===== config.mk =====
export PLATFORM = sky130hd
export DESIGN_NAME = palindrome_digit_feeder
export DESIGN_NICKNAME = d
export VERILOG_FILES = /design/src/rtl/palin_pkg.sv /design/src/rtl/palindrome_digit_feeder_rise_detect.sv /design/src/rtl/palindrome_digit_feeder.sv
export SDC_FILE = /design/constraint.sdc
export NUM_CORES = 1
export LEC_CHECK = 0
export BUFFER_PORTS_ARGS = -buffer_cell sky130_fd_sc_hd__clkbuf_2
export CORE_MARGIN = 4
export CORE_UTILIZATION = 35
export DETAILED_ROUTE_END_ITERATION = 7
export SLEW_MARGIN = 25
export SYNTH_ARGS = -nofsm -noshare
export SYNTH_HDL_FRONTEND = slang
export SYNTH_SLANG_ARGS = --single-unit

===== constraint.sdc =====
create_clock -name i_clk -period 3.25 [get_ports i_clk]
set_input_delay 0.1625 -clock i_clk [delete_from_list [all_inputs] [get_ports i_clk]]
set_output_delay 0.1625 -clock i_clk [all_outputs]
set_load 0.02 [all_outputs]

===== src/rtl/palin_pkg.sv =====
// Shared definitions for the palindrome digit feeder and detector: widths,
// FSM state encoding and digit extraction helpers.
package palin_pkg;

    localparam int DIGIT_W      = 4;
    localparam int NUM_DIGITS   = 16;
    localparam int SEQ_W        = DIGIT_W * NUM_DIGITS;
    localparam int LEN_W        = 4;
    localparam int CLEAR_CYCLES = 2;

    typedef enum logic [1:0] {
        IDLE   = 2'd0,
        CLEAR  = 2'd1,
        STREAM = 2'd2,
        DONE   = 2'd3
    } state_t;

    // Digit 0 lives in the most significant nibble of the packed sequence.
    function automatic logic [DIGIT_W-1:0] head_digit(input logic [SEQ_W-1:0] seq);
        return seq[SEQ_W-1 -: DIGIT_W];
    endfunction

    function automatic logic [SEQ_W-1:0] drop_head(input logic [SEQ_W-1:0] seq);
        return {seq[SEQ_W-DIGIT_W-1:0], {DIGIT_W{1'b0}}};
    endfunction

endpackage


===== src/rtl/palindrome_digit_feeder_rise_detect.sv =====
// Rising-edge detector: keeps the previous input sample in a register and
// flags the cycle in which the input is high but was low on the prior edge.
module rise_detect (
    input  logic i_clk,
    input  logic i_reset,
    input  logic i_d,
    output logic o_rise
);

    logic r_q;

    // Previous-sample register.
    always_ff @(posedge i_clk) begin
        if (i_reset) begin
            r_q <= 1'b0;
        end else begin
            r_q <= i_d;
        end
    end

    assign o_rise = i_d & ~r_q;

endmodule


===== src/rtl/palindrome_digit_feeder.sv =====
// Captures a packed digit sequence on a start edge, pulses the detector clear,
// then streams the digits MSB-nibble first, one per clock, with valid/last flags.
module palindrome_digit_feeder
    import palin_pkg::*;
#(
    parameter int CLEAR_CYCLES_P = palin_pkg::CLEAR_CYCLES
) (
    input  logic               i_clk,
    input  logic               i_reset,
    input  logic               i_start,
    input  logic [LEN_W-1:0]   i_len_in,
    input  logic [SEQ_W-1:0]   i_seq_in,
    output logic [DIGIT_W-1:0] o_digit_out,
    output logic               o_digit_valid,
    output logic               o_digit_last,
    output logic               o_det_clear,
    output logic [LEN_W-1:0]   o_len_out,
    output logic [LEN_W-1:0]   o_sent_count,
    output logic               o_busy
);

    localparam int                CLR_W    = $clog2(CLEAR_CYCLES_P) + 1;
    localparam logic [CLR_W-1:0]  CLR_LAST = CLR_W'(CLEAR_CYCLES_P - 1);

    state_t             r_state;
    logic [SEQ_W-1:0]   r_shadow;
    logic [CLR_W-1:0]   r_clr_cnt;
    logic [DIGIT_W-1:0] r_digit;
    logic               r_valid;
    logic               r_last;
    logic               r_det_clear;
    logic [LEN_W-1:0]   r_len;
    logic [LEN_W-1:0]   r_sent;
    logic               r_busy;

    state_t             w_state;
    logic [SEQ_W-1:0]   w_shadow;
    logic [CLR_W-1:0]   w_clr_cnt;
    logic [DIGIT_W-1:0] w_digit;
    logic               w_valid;
    logic               w_last;
    logic               w_det_clear;
    logic [LEN_W-1:0]   w_len;
    logic [LEN_W-1:0]   w_sent;
    logic               w_busy;
    logic               w_trigger;
    logic [LEN_W-1:0]   w_sent_inc;

    rise_detect u_rise_detect (
        .i_clk   (i_clk),
        .i_reset (i_reset),
        .i_d     (i_start),
        .o_rise  (w_trigger)
    );

    // r_sent never exceeds 14 while streaming, so the increment cannot wrap.
    assign w_sent_inc = r_sent + LEN_W'(1);

    // State and registered-output update.
    always_ff @(posedge i_clk) begin
        if (i_reset) begin
            r_state     <= IDLE;
            r_shadow    <= '0;
            r_clr_cnt   <= '0;
            r_digit     <= '0;
            r_valid     <= 1'b0;
            r_last      <= 1'b0;
            r_det_clear <= 1'b0;
            r_len       <= '0;
            r_sent      <= '0;
            r_busy      <= 1'b0;
        end else begin
            r_state     <= w_state;
            r_shadow    <= w_shadow;
            r_clr_cnt   <= w_clr_cnt;
            r_digit     <= w_digit;
            r_valid     <= w_valid;
            r_last      <= w_last;
            r_det_clear <= w_det_clear;
            r_len       <= w_len;
            r_sent      <= w_sent;
            r_busy      <= w_busy;
        end
    end

    // Next-state logic; outputs are computed one cycle ahead so they leave registers.
    always_comb begin
        w_state     = r_state;
        w_shadow    = r_shadow;
        w_clr_cnt   = r_clr_cnt;
        w_digit     = r_digit;
        w_valid     = r_valid;
        w_last      = r_last;
        w_det_clear = r_det_clear;
        w_len       = r_len;
        w_sent      = r_sent;
        w_busy      = r_busy;

        case (r_state)
            IDLE, DONE: begin
                if (w_trigger) begin
                    w_state     = CLEAR;
                    w_shadow    = i_seq_in;
                    w_len       = i_len_in;
                    w_sent      = '0;
                    w_clr_cnt   = '0;
                    w_det_clear = 1'b1;
                    w_busy      = 1'b1;
                    w_valid     = 1'b0;
                    w_digit     = '0;
                    w_last      = 1'b0;
                end else begin
                    w_det_clear = 1'b0;
                    w_busy      = 1'b0;
                    w_valid     = 1'b0;
                    w_digit     = '0;
                    w_last      = 1'b0;
                end
            end

            CLEAR: begin
                if (r_clr_cnt == CLR_LAST) begin
                    w_det_clear = 1'b0;
                    w_clr_cnt   = '0;
                    if (r_len == LEN_W'(0)) begin
                        w_state = DONE;
                        w_busy  = 1'b0;
                    end else begin
                        w_state  = STREAM;
                        w_valid  = 1'b1;
                        w_digit  = head_digit(r_shadow);
                        w_last   = (r_len == LEN_W'(1));
                        w_shadow = drop_head(r_shadow);
                    end
                end else begin
                    w_clr_cnt = r_clr_cnt + CLR_W'(1);
                end
            end

            STREAM: begin
                w_sent = (r_sent == r_len) ? r_sent : w_sent_inc;
                if (w_sent_inc == r_len) begin
                    w_state = DONE;
                    w_valid = 1'b0;
                    w_digit = '0;
                    w_last  = 1'b0;
                    w_busy  = 1'b0;
                end else begin
                    w_valid  = 1'b1;
                    w_digit  = head_digit(r_shadow);
                    w_last   = (w_sent_inc == (r_len - LEN_W'(1)));
                    w_shadow = drop_head(r_shadow);
                end
            end

            default: begin
                w_state     = IDLE;
                w_valid     = 1'b0;
                w_digit     = '0;
                w_last      = 1'b0;
                w_det_clear = 1'b0;
                w_busy      = 1'b0;
            end
        endcase
    end

    assign o_digit_out   = r_digit;
    assign o_digit_valid = r_valid;
    assign o_digit_last  = r_last;
    assign o_det_clear   = r_det_clear;
    assign o_len_out     = r_len;
    assign o_sent_count  = r_sent;
    assign o_busy        = r_busy;

endmodule


# Word level (Yosys, flattened, before mapping)
# Cells that the tools add are included.
word_totals:
  register_bits: 85
  input_bits: 71
  out_inout_bits: 16
op_classes:
  n_addsub: 3
  eq_ne: 15
  n_mux: 35
  bitwise_logic: 2
  n_reduce_logical: 13
op_table:
  columns: ["op", "n"]
  rows:
  - ["$mux 64", 4]
  - ["$pmux 64 s3", 1]
  - ["$mux 4", 5]
  - ["$eq 4x4->1", 3]
  - ["$mux 1", 12]
  - ["$ne 2x2->1 const B", 6]
  - ["$pmux 4 s3", 1]
  - ["$mux 2", 5]
  - ["$pmux 1 s3", 3]
  - ["$reduce_and 3->1", 3]
  - ["$pmux 4 s2", 1]
  - ["$reduce_and 2->1", 4]
  - ["$pmux 2 s3", 1]
  - ["$add 4x1->4 const B", 1]
  - ["$eq 2x1->1 const B", 2]
  - ["$eq 2x2->1 const B", 2]
  - ["$eq 4x1->1 const B", 1]
  - ["$logic_not 4->1", 1]
  - ["$pmux 2 s2", 1]
  - ["$reduce_and 4->1", 1]
  - ["$reduce_bool 2->1", 2]
  - ["$sub 4x1->4 const B", 1]
  - ["$add 2x1->2 const B", 1]
  - ["$logic_not 2->1", 1]
  - ["5 further kinds", 5]

# Depth between registers and ports, before layout
# Gate-level depths: netlist (run 1).
depth:
  ltp_word: 4
  mapped_depth: 8
  mapped_depth_nobuf: 7

# By module
# A second synthesis (run 1) with hierarchy kept.
unflattened:
  hier_cells: 422
  area_unflattened_um2: 4250.3
modules_own_cells:
  columns: ["module", "n_inst", "cells_each", "area_each_um2", "seq_area_each_um2"]
  rows:
  - ["palindrome_digit_feeder", 1, 419, 4202.8, 1681.6]
  - ["rise_detect", 1, 3, 47.5, 20.0]

# Least setup slack after synthesis (run 1)
# No wires, ideal clock.
synth_path:
  path_type: "reg-to-reg"
  startpoint: "register r_len[1] (netlist: o_len_out[1])"
  endpoint: "register r_shadow[10]"
  arrival_time_ps: 2088
  slack_ps: 1016
  path_stages_with_launch: 9
  path_cell_list: "dfxtp_1 -> inv_1 -> ha_1 -> nor3b_1 -> o21a_1 -> a311oi_4 -> buf_6 -> buf_6 -> a211oi_2"
synth_between:
  elab_chain_cells: 3
  elab_cells_between_ends: 5
  cone_classes: "3 x eq/ne; 2 x reduce/logical"
synth_lines:
  columns: ["element", "line", "text"]
  rows:
  - ["start: declaration", "palindrome_digit_feeder.sv:32", "logic [LEN_W-1:0] r_len;"]
  - ["start signal: assignment", "palindrome_digit_feeder.sv:80", "r_len <= w_len;"]
  - ["$eq 4x4->1 or $logic_not 4->1 (tied branches)", "palindrome_digit_feeder.sv:142, palindrome_digit_feeder.sv:125", null]
  - ["$ne 2x2->1 (no source line)", null, null]
  - ["$reduce_and 4->1 (no source line) *", null, null]
  - ["end signal: assignment", "palindrome_digit_feeder.sv:74", "r_shadow <= w_shadow;"]
  - ["end: declaration", "palindrome_digit_feeder.sv:26", "logic [SEQ_W-1:0] r_shadow;"]
# Every way passes the cells marked *; elsewhere a longest branch is shown, timed or not.
# A chain may end at the register's enable or synchronous reset.

# Final worst setup path (run 1)
layout_path:
  startpoint: "register r_len[1] (netlist: o_len_out[1])"
  endpoint: "register r_shadow[40]"
# Same word-level chain as after synthesis.

==> results_dict.tcl, run 1 <==
set metrics [dict create \
    slowest_stage "buf_12" \
    r2r-start "o_len_out[1]" \
    drt.antenna.violating_nets 0 \
    cp_data_arrival_time_ps 2670 \
    die_area_mm2 0.0137 \
    clk_pin_slew_worst_paths_ps 70 \
    synth_seq_cells 85 \
    antenna_cells 0 \
    wl_per_cell_um 14.4 \
    place_area_mm2 0.00462 \
    routed_wl_um 9180 \
    die-height_um 117 \
    first_pass_iters 4 \
    synth_top_area_share_pct 40.8 \
    worstSkewPairLatency_ps 340 \
    rows 39 \
    root_buffer "clkbuf_16" \
    outcome "finished, final reports clean" \
    hpwl_um 6260 \
    setup_viol 0 \
    clockBufferDepth 2 \
    power_leakage_uw 0.00217 \
    nets 565 \
    crit_required_ps 3500 \
    vias 3176 \
    syn_area_mm2 0.00417 \
    syn_nets 496 \
    hold_path_class "in -> reg" \
    fillers 1118 \
    fin_crit_ps 2410 \
    max-vdd-ir-drop_v 0.000498 \
    slowest_delay_ps 450 \
    synth_cells 420 \
    final_cell_area_mm2 0.00492 \
    async_flop_share_pct 0 \
    portBuffers 86 \
    synthFlopType "dfxtp_1" \
    h-tree-depth 3 \
    setup-tns-final_ps 0 \
    cts_sinks 85 \
    cts_setup_buffers 0 \
    endpoint_kind "flip-flop" \
    hold_viol_final 0 \
    hold_start "i_seq_in[1]" \
    initialDrtViolationCount 204 \
    viasPerCell 4.99 \
    grt_pass1_wl_um 15000 \
    drc 0 \
    io-pin-count 87 \
    core-area_mm2 0.0116 \
    relSlewSlack_pct 31.7 \
    clock-skew-final_ps 12.4 \
    antenna_found_initial 0 \
    pwr_density_cell_mw_per_mm2 1070 \
    groute.usage.overall_pct 13.7 \
    cts_tree "done" \
    synth_edf_count 0 \
    fp.dieW_um 117 \
    grt_overflow_total 0 \
    slew_violations 0 \
    layout_common_cells "85 x clkbuf_2, 85 x dfxtp_1, 73 x nor2_1, 65 x mux2i_1, 34 x a211oi_2" \
    drive_gt1_share_pct 30.6 \
    synth.largest_area_cell "dfxtp_1" \
    synthTopCellsByArea "dfxtp_1 41%, mux2i_1 16%, a211oi_2 10%" \
    period_share_pct 74.3 \
    area_delta_synth_final_pct 17.9 \
    initial_core_util_pct 36.1 \
    worstMarginPinSlew_ps 1020 \
    rsz0062_at_grt "false" \
    yosys_warnings 0 \
    grt_pass1_vias 3178 \
    numCtsBuffers 9 \
    avgSynthCellArea_um2 9.93 \
    worstSetupPathType "reg -> reg" \
    fmax_mhz 414 \
    cts_resized 0 \
    drv_cap 0 \
    place_congestion 0.822 \
    ys_seq_area_share_pct 40.8 \
    ctsHoldBuffers 0 \
    finish.utilization_pct 42.5 \
    cp_max_fo 124 \
    crit_chain "inv_1, ha_1, nor3b_1, o21a_1, a311oi_4, buf_12, nor2_1, a211oi_2" \
    crit_path_start "o_len_out[1]" \
    grt_max_degree 125 \
    start_kind "flip-flop" \
    synth_cell_types 40 \
]
[registers in the layout, summed over array words and instances (netlist names), 2 cells and up]
register and cells:
r_shadow 64, o_sent_count 4, r_clr_cnt 2, o_digit_out 4, o_len_out 4, r_state 2
[worst max-delay path: cells and delay by family (launching register included)]
kind / cells / cell delay (ps)
simple gates: 2 / 290
fa+ha+maj: 1 / 210
buf+inv: 2 / 540
flops: 1 / 440
compound gates: 3 / 750
[synth_stat cells (2+ instances only)]
library cell / instances
dfxtp_1: 85
nor2_1: 73
mux2i_1: 65
a211oi_2: 34
a211oi_1: 28
inv_1: 15
clkbuf_1: 14
nand2_1: 12
buf_6: 11
o32ai_1: 10
a21oi_1: 9
nand3_1: 8
ha_1: 5
o21ai_0: 5
buf_2: 4
xnor2_1: 4
nand2b_1: 3
nor3_1: 3
xor2_1: 3
a31o_2: 2
a31oi_1: 2
buf_4: 2
clkinv_1: 2
or2_2: 2
or3_1: 2
or4_1: 2
xor2_2: 2
[layout make-up]
cell class	instances	area, um^2	share of cell area [%]
clock buffer	11	253	5.14
timing repair buffer	89	468	9.51
tap	143	179	3.64
sequential	85	1700	34.6
multi-input combinational	287	2210	45.0
clock inverter	5	40.0	0.814
inverter	17	63.8	1.30
[metrics by stage]
| stage | setup WS, ps | hold WS [ps] | power (uW) | cells |
|---|---|---|---|---|
| final | 835 | 62.9 | 5270 | 637 |
| after global routing | 621 | 61.0 | 5700 | 637 |
| after CTS | 849 | 48.7 | 5340 | 637 |
| after detailed placement | 860 | 409 | 4320 | 621 |
| after global placement | 944 | 394 | 4250 | 621 |
| after floorplan | 1020 | 291 | 4020 | 420 |
[metal layers]
metal,vias up,GRT usage (%),routed length (um)
li1,1656,-,-
met1,1446,17.9,4420
met2,62,21.3,4210
met3,12,3.86,418
met4,0,5.50,137
met5,-,0,0
[kinds of logic (layout without fill, tap and decap cells)]
family / Yosys count / count (layout) / share of synthesized area, %
AND/OR/NAND/NOR: 109 / 109 / 11.0
AO/OA/AOI/OAI: 97 / 97 / 21.6
flip-flops: 85 / 85 / 40.8
multiplexers: 66 / 66 / 15.9
buffers and inverters: 48 / 122 / 6.60
XOR/XNOR: 10 / 10 / 2.64
adder cells (fa/ha/maj): 5 / 5 / 1.50
[final timing paths]
check	to	depth (start not counted)	slack, ps
worst min register to register	r_clr_cnt[1]	2	480
worst max register to register	r_shadow[40]	8	840
worst min-delay path	r_shadow[1]	3	60
worst max-delay path	r_shadow[40]	8	840
[where the power goes]
| part | internal, uW | leakage, uW | total [uW] | switching [uW] |
|---|---|---|---|---|
| Combinational | 1120 | 0.00134 | 2660 | 1530 |
| Clock | 565 | 0.000135 | 997 | 432 |
| Sequential | 1420 | 0.000702 | 1620 | 197 |
| Total | 3110 | 0.00217 | 5270 | 2160 |
Power figures use the tool's default switching activity.
==> run 2, diff against run 1 <==
Clock period 3.25 ns to 2.4 ns, I/O delays scaled along.
==> results_dict.tcl, run 2 (synthesis gave the netlist of run 1 again) <==
set metrics [dict create \
    fmax_mhz 456 \
    fp.dieW_um 117 \
    clk_pin_slew_worst_paths_ps 60 \
    h-tree-depth 3 \
    clock-skew-final_ps 5.98 \
    antenna_cells 0 \
    max-vdd-ir-drop_v 0.000593 \
    io-pin-count 87 \
    outcome "finished, final reports clean" \
    grt_max_degree 56 \
    die_area_mm2 0.0137 \
    cts_setup_buffers 0 \
    cts_tree "done" \
    clockBufferDepth 2 \
    placed_cells 632 \
    wl_per_cell_um 14.2 \
    nets 577 \
    viasPerCell 4.98 \
    cp_data_arrival_time_ps 2430 \
    initial_core_util_pct 36.1 \
    grt_util_met1_pct 17.9 \
    place_congestion 0.802 \
    grt-busiest-layer "met2" \
    endpoint_kind "flip-flop" \
    groute.usage.overall_pct 13.8 \
    grtUsageMet3_pct 3.08 \
    grt_pass1_wl_um 14800 \
    fin_crit_ps 2190 \
    slowest_stage "ha_1" \
    power_leakage_uw 0.00224 \
    grt_overflow_total 0 \
    grt_pass1_vias 3090 \
    fillers 1127 \
    area_delta_synth_final_pct 21.0 \
    met2_usage_pct 21.7 \
    crit_chain "ha_1, xor2_1, nor3_1, a311oi_4, buf_12, buf_12, nor2_1, a211oi_1" \
    routed_wl_um 9190 \
    root_buffer "clkbuf_16" \
    period_share_pct 91.3 \
    start_kind "flip-flop" \
    portBuffers 86 \
    hold_path_class "in -> reg" \
    relSlewSlack_pct 53.6 \
    worstSetupPathType "reg -> reg" \
    slew_violations 0 \
    crit_required_ps 2640 \
    layout_common_cells "85 x clkbuf_2, 83 x dfxtp_1, 73 x nor2_1, 65 x mux2i_1, 34 x a211oi_2" \
    antenna_found_initial 0 \
    slowest_delay_ps 370 \
    pwr_density_cell_mw_per_mm2 1460 \
    rsz0062_at_grt "false" \
    vias 3230 \
    rows 39 \
    drt.antenna.violating_nets 0 \
    worstMarginPinSlew_ps 696 \
    initialDrtViolationCount 172 \
    hpwl_um 6530 \
    regMostFlops "r_shadow" \
    worstSkewPairLatency_ps 340 \
    die-height_um 117 \
    crit_top_cell "buf_12" \
    drive_gt1_share_pct 32.2 \
    cp_max_fo 41 \
    core-area_mm2 0.0116 \
    setup_viol 0 \
    stdcell_count 649 \
    setup-tns-final_ps 0 \
    numCtsBuffers 9 \
    drc 0 \
    hold_viol_final 0 \
    cts_sinks 85 \
    drv_cap 0 \
    final_common_cell "clkbuf_2" \
    first_pass_iters 4 \
    largest_register_ffs 64 \
]
run 2: cell count changes in the layout (fill, tap and decap cells not counted), sizes merged:
| cell | change |
|---|---|
| clkinv | +1 |
| buf | +11 |
| dlygate4sd3 | +1 |
| clkinvlp | -1 |
run 2: layout make-up:
cell class | count | area, um^2 | share of cell area (%)
multi-input cells | 287 | 2210 | 43.7
flip-flops and latches | 85 | 1700 | 33.8
repair buffers | 101 | 598 | 11.9
clock buffers | 11 | 253 | 5.01
well taps | 143 | 179 | 3.55
inverters | 17 | 63.8 | 1.26
clock inverters | 5 | 41.3 | 0.818
run 2: timing repair:
item	4_1_cts	5_1_grt
endpoints found under the hold margin	1	0
endpoints found under the setup margin	0	7
hold buffers	1	0
gates resized for setup	0	2
run 2: worst paths after layout:
| check | slack [ps] | cells past startpoint | start | end |
|---|---|---|---|---|
| setup reg to reg | 210 | 8 | o_sent_count[1] | r_shadow[35] |
| hold / removal | 10 | 3 | i_seq_in[3] | r_shadow[3] |
| setup / recovery | 210 | 8 | o_sent_count[1] | r_shadow[35] |
| hold reg to reg | 470 | 2 | r_clr_cnt[1] | r_clr_cnt[1] |
run 2: worst max-delay path, delay by kind of cell, from the launching register on:
kind	cells	cell delay, ps
AO/OA/AOI/OAI	2	570
buffers and inverters	2	400
adder cells (fa/ha/maj)	1	370
flip-flops	1	360
XOR/XNOR	1	220
AND/OR/NAND/NOR	2	170
run 2: through the flow:
| stage | utilization, % | hold slack (ps) | setup WS [ps] | cell area, um^2 | power, uW |
|---|---|---|---|---|---|
| after global routing | 43.6 | 18.8 | 10.1 | 5050 | 7970 |
| after global placement | 41.0 | 352 | 256 | 4740 | 5990 |
| after floorplan | - | 248 | 166 | 4170 | 5450 |
| after detailed placement | 41.0 | 358 | 151 | 4740 | 6100 |
| after CTS | 43.6 | 0.124 | 129 | 5040 | 7490 |
| final | 43.6 | 13.5 | 209 | 5050 | 7370 |
run 2: layer usage:
metal	part of all wire [%]	vias to the layer above	wire [um]
li1	-	1677	-
met4	2.1	0	189
met5	0	-	0
met3	5.6	15	511
met1	46	1462	4230
met2	46	76	4260
run 2: report_power, final:
group / total (uW) / switching (uW) / leakage [uW] / internal, uW
Sequential: 2190 / 266 / 0.000702 / 1930
Clock: 1340 / 571 / 0.000139 / 766
Combinational: 3840 / 2120 / 0.00140 / 1720
==> run 3, diff against run 2 <==
Settings changed: MAX_ROUTING_LAYER set to met4.
==> results_dict.tcl, run 3 (synthesis gave the netlist of run 1 again) <==
set metrics [dict create \
    largest_register_ffs 64 \
    place_congestion 0.814 \
    drt.antenna.violating_nets 0 \
    cts_setup_buffers 0 \
    placed_cells 632 \
    portBuffers 86 \
    clk_pin_slew_worst_paths_ps 60 \
    grt_pass1_wl_um 14800 \
    clock-skew-final_ps 6.10 \
    rsz0062_at_grt "false" \
    pwr_density_cell_mw_per_mm2 1460 \
    io-pin-count 87 \
    core-area_mm2 0.0116 \
    die_area_mm2 0.0137 \
    cts_tree "done" \
    drive_gt1_share_pct 32.2 \
    wl_per_cell_um 14.2 \
    worstSetupPathType "reg -> reg" \
    numCtsBuffers 9 \
    hold_path_class "in -> reg" \
    cp_max_fo 41 \
    clockBufferDepth 2 \
    max-vdd-ir-drop_v 0.000595 \
    rows 39 \
    post-place-ws_ps 151 \
    power_leakage_uw 0.00224 \
    grt_pass1_vias 3083 \
    hpwl_um 6530 \
    fp.dieW_um 117 \
    fmax_mhz 456 \
    first_pass_iters 4 \
    relSlewSlack_pct 52.7 \
    initialDrtViolationCount 190 \
    cts_sinks 85 \
    groute.usage.overall_pct 14.2 \
    cp_data_arrival_time_ps 2430 \
    h-tree-depth 3 \
    grt_overflow_total 0 \
    slew_violations 0 \
    setup_viol 0 \
    period_share_pct 91.3 \
    nets 577 \
    setup-tns-final_ps 0 \
    viasPerCell 4.98 \
    worstMarginPinSlew_ps 709 \
    area_delta_synth_final_pct 21.0 \
    die-height_um 117 \
    drc 0 \
    fin_crit_ps 2190 \
    initial_core_util_pct 36.1 \
    hold_viol_final 0 \
    root_buffer "clkbuf_16" \
    drv_cap 0 \
    outcome "finished, final reports clean" \
    layout_common_cells "85 x clkbuf_2, 83 x dfxtp_1, 73 x nor2_1, 65 x mux2i_1, 34 x a211oi_2" \
    fillers 1127 \
    endpoint_kind "flip-flop" \
    vias 3233 \
    setup_ws_ps 208 \
    regMostFlops "r_shadow" \
    start_kind "flip-flop" \
    antenna_cells 0 \
    antenna_found_initial 0 \
    crit_required_ps 2640 \
    grt_max_degree 56 \
    routed_wl_um 9200 \
    stdcell_count 649 \
    final_common_cell "clkbuf_2" \
    worstSkewPairLatency_ps 340 \
]
==> run 3: cell counts in the layout (fill, tap and decap cells not counted) <==
Identical to the previous run, type by type.
==> run 3: path summary, 6_finish.rpt <==
check                                      from            to  slack (ps)  depth (start not counted)
worst max-delay path            o_sent_count[1]  r_shadow[35]         210                          8
worst max register to register  o_sent_count[1]  r_shadow[35]         210                          8
worst min-delay path                i_seq_in[3]   r_shadow[3]          10                          3
worst min register to register     r_clr_cnt[1]  r_clr_cnt[1]         470                          2
==> run 3: routing by layer <==
metal	up-vias	share of wire (%)	routed length (um)	global-route usage [%]
met4	0	1.9	173	6.50
met2	75	46	4270	21.6
met1	1468	47	4300	18.0
met5	-	0	0	-
met3	14	5.0	456	2.83
li1	1676	-	-	-
==> run 3: metrics by stage <==
step / power, uW / instance area (um^2) / util [%] / hold slack [ps]
floorplan: 5450 / 4170 / - / 248
global placement: 5990 / 4740 / 41.0 / 352
detailed placement: 6100 / 4740 / 41.0 / 358
CTS: 7490 / 5040 / 43.6 / 0.124
global route: 7970 / 5050 / 43.6 / 18.8
finish: 7370 / 5050 / 43.6 / 14.1
==> run 3: timing repair <==
item | CTS | global route
setup endpoints to repair | 0 | 6
resized for setup | 0 | 2
hold buffers | 1 | 0
endpoints found under the hold margin | 1 | 0
==> run 3: final cells by class <==
cell class	instances	area (um^2)	area share [%]
Multi-Input combinational cell	287	2210	43.7
Sequential cell	85	1700	33.8
Timing Repair Buffer	101	598	11.9
Clock buffer	11	253	5.01
Tap cell	143	179	3.55
Inverter	17	63.8	1.26
Clock inverter	5	41.3	0.818
==> run 3: worst max-delay path: stages, from the launching register on <==
cell,delay (ps)
dfxtp_1,360
ha_1,370
xor2_1,220
nor3_1,110
a311oi_4,340
buf_12,200
buf_12,210
nor2_1,60
a211oi_1,230
==> run 3: report_power, final <==
part / internal, uW / total (uW) / switching (uW)
clock: 766 / 1340 / 569
combinational: 1720 / 3840 / 2130
sequential: 1930 / 2190 / 267
total: 4410 / 7370 / 2960
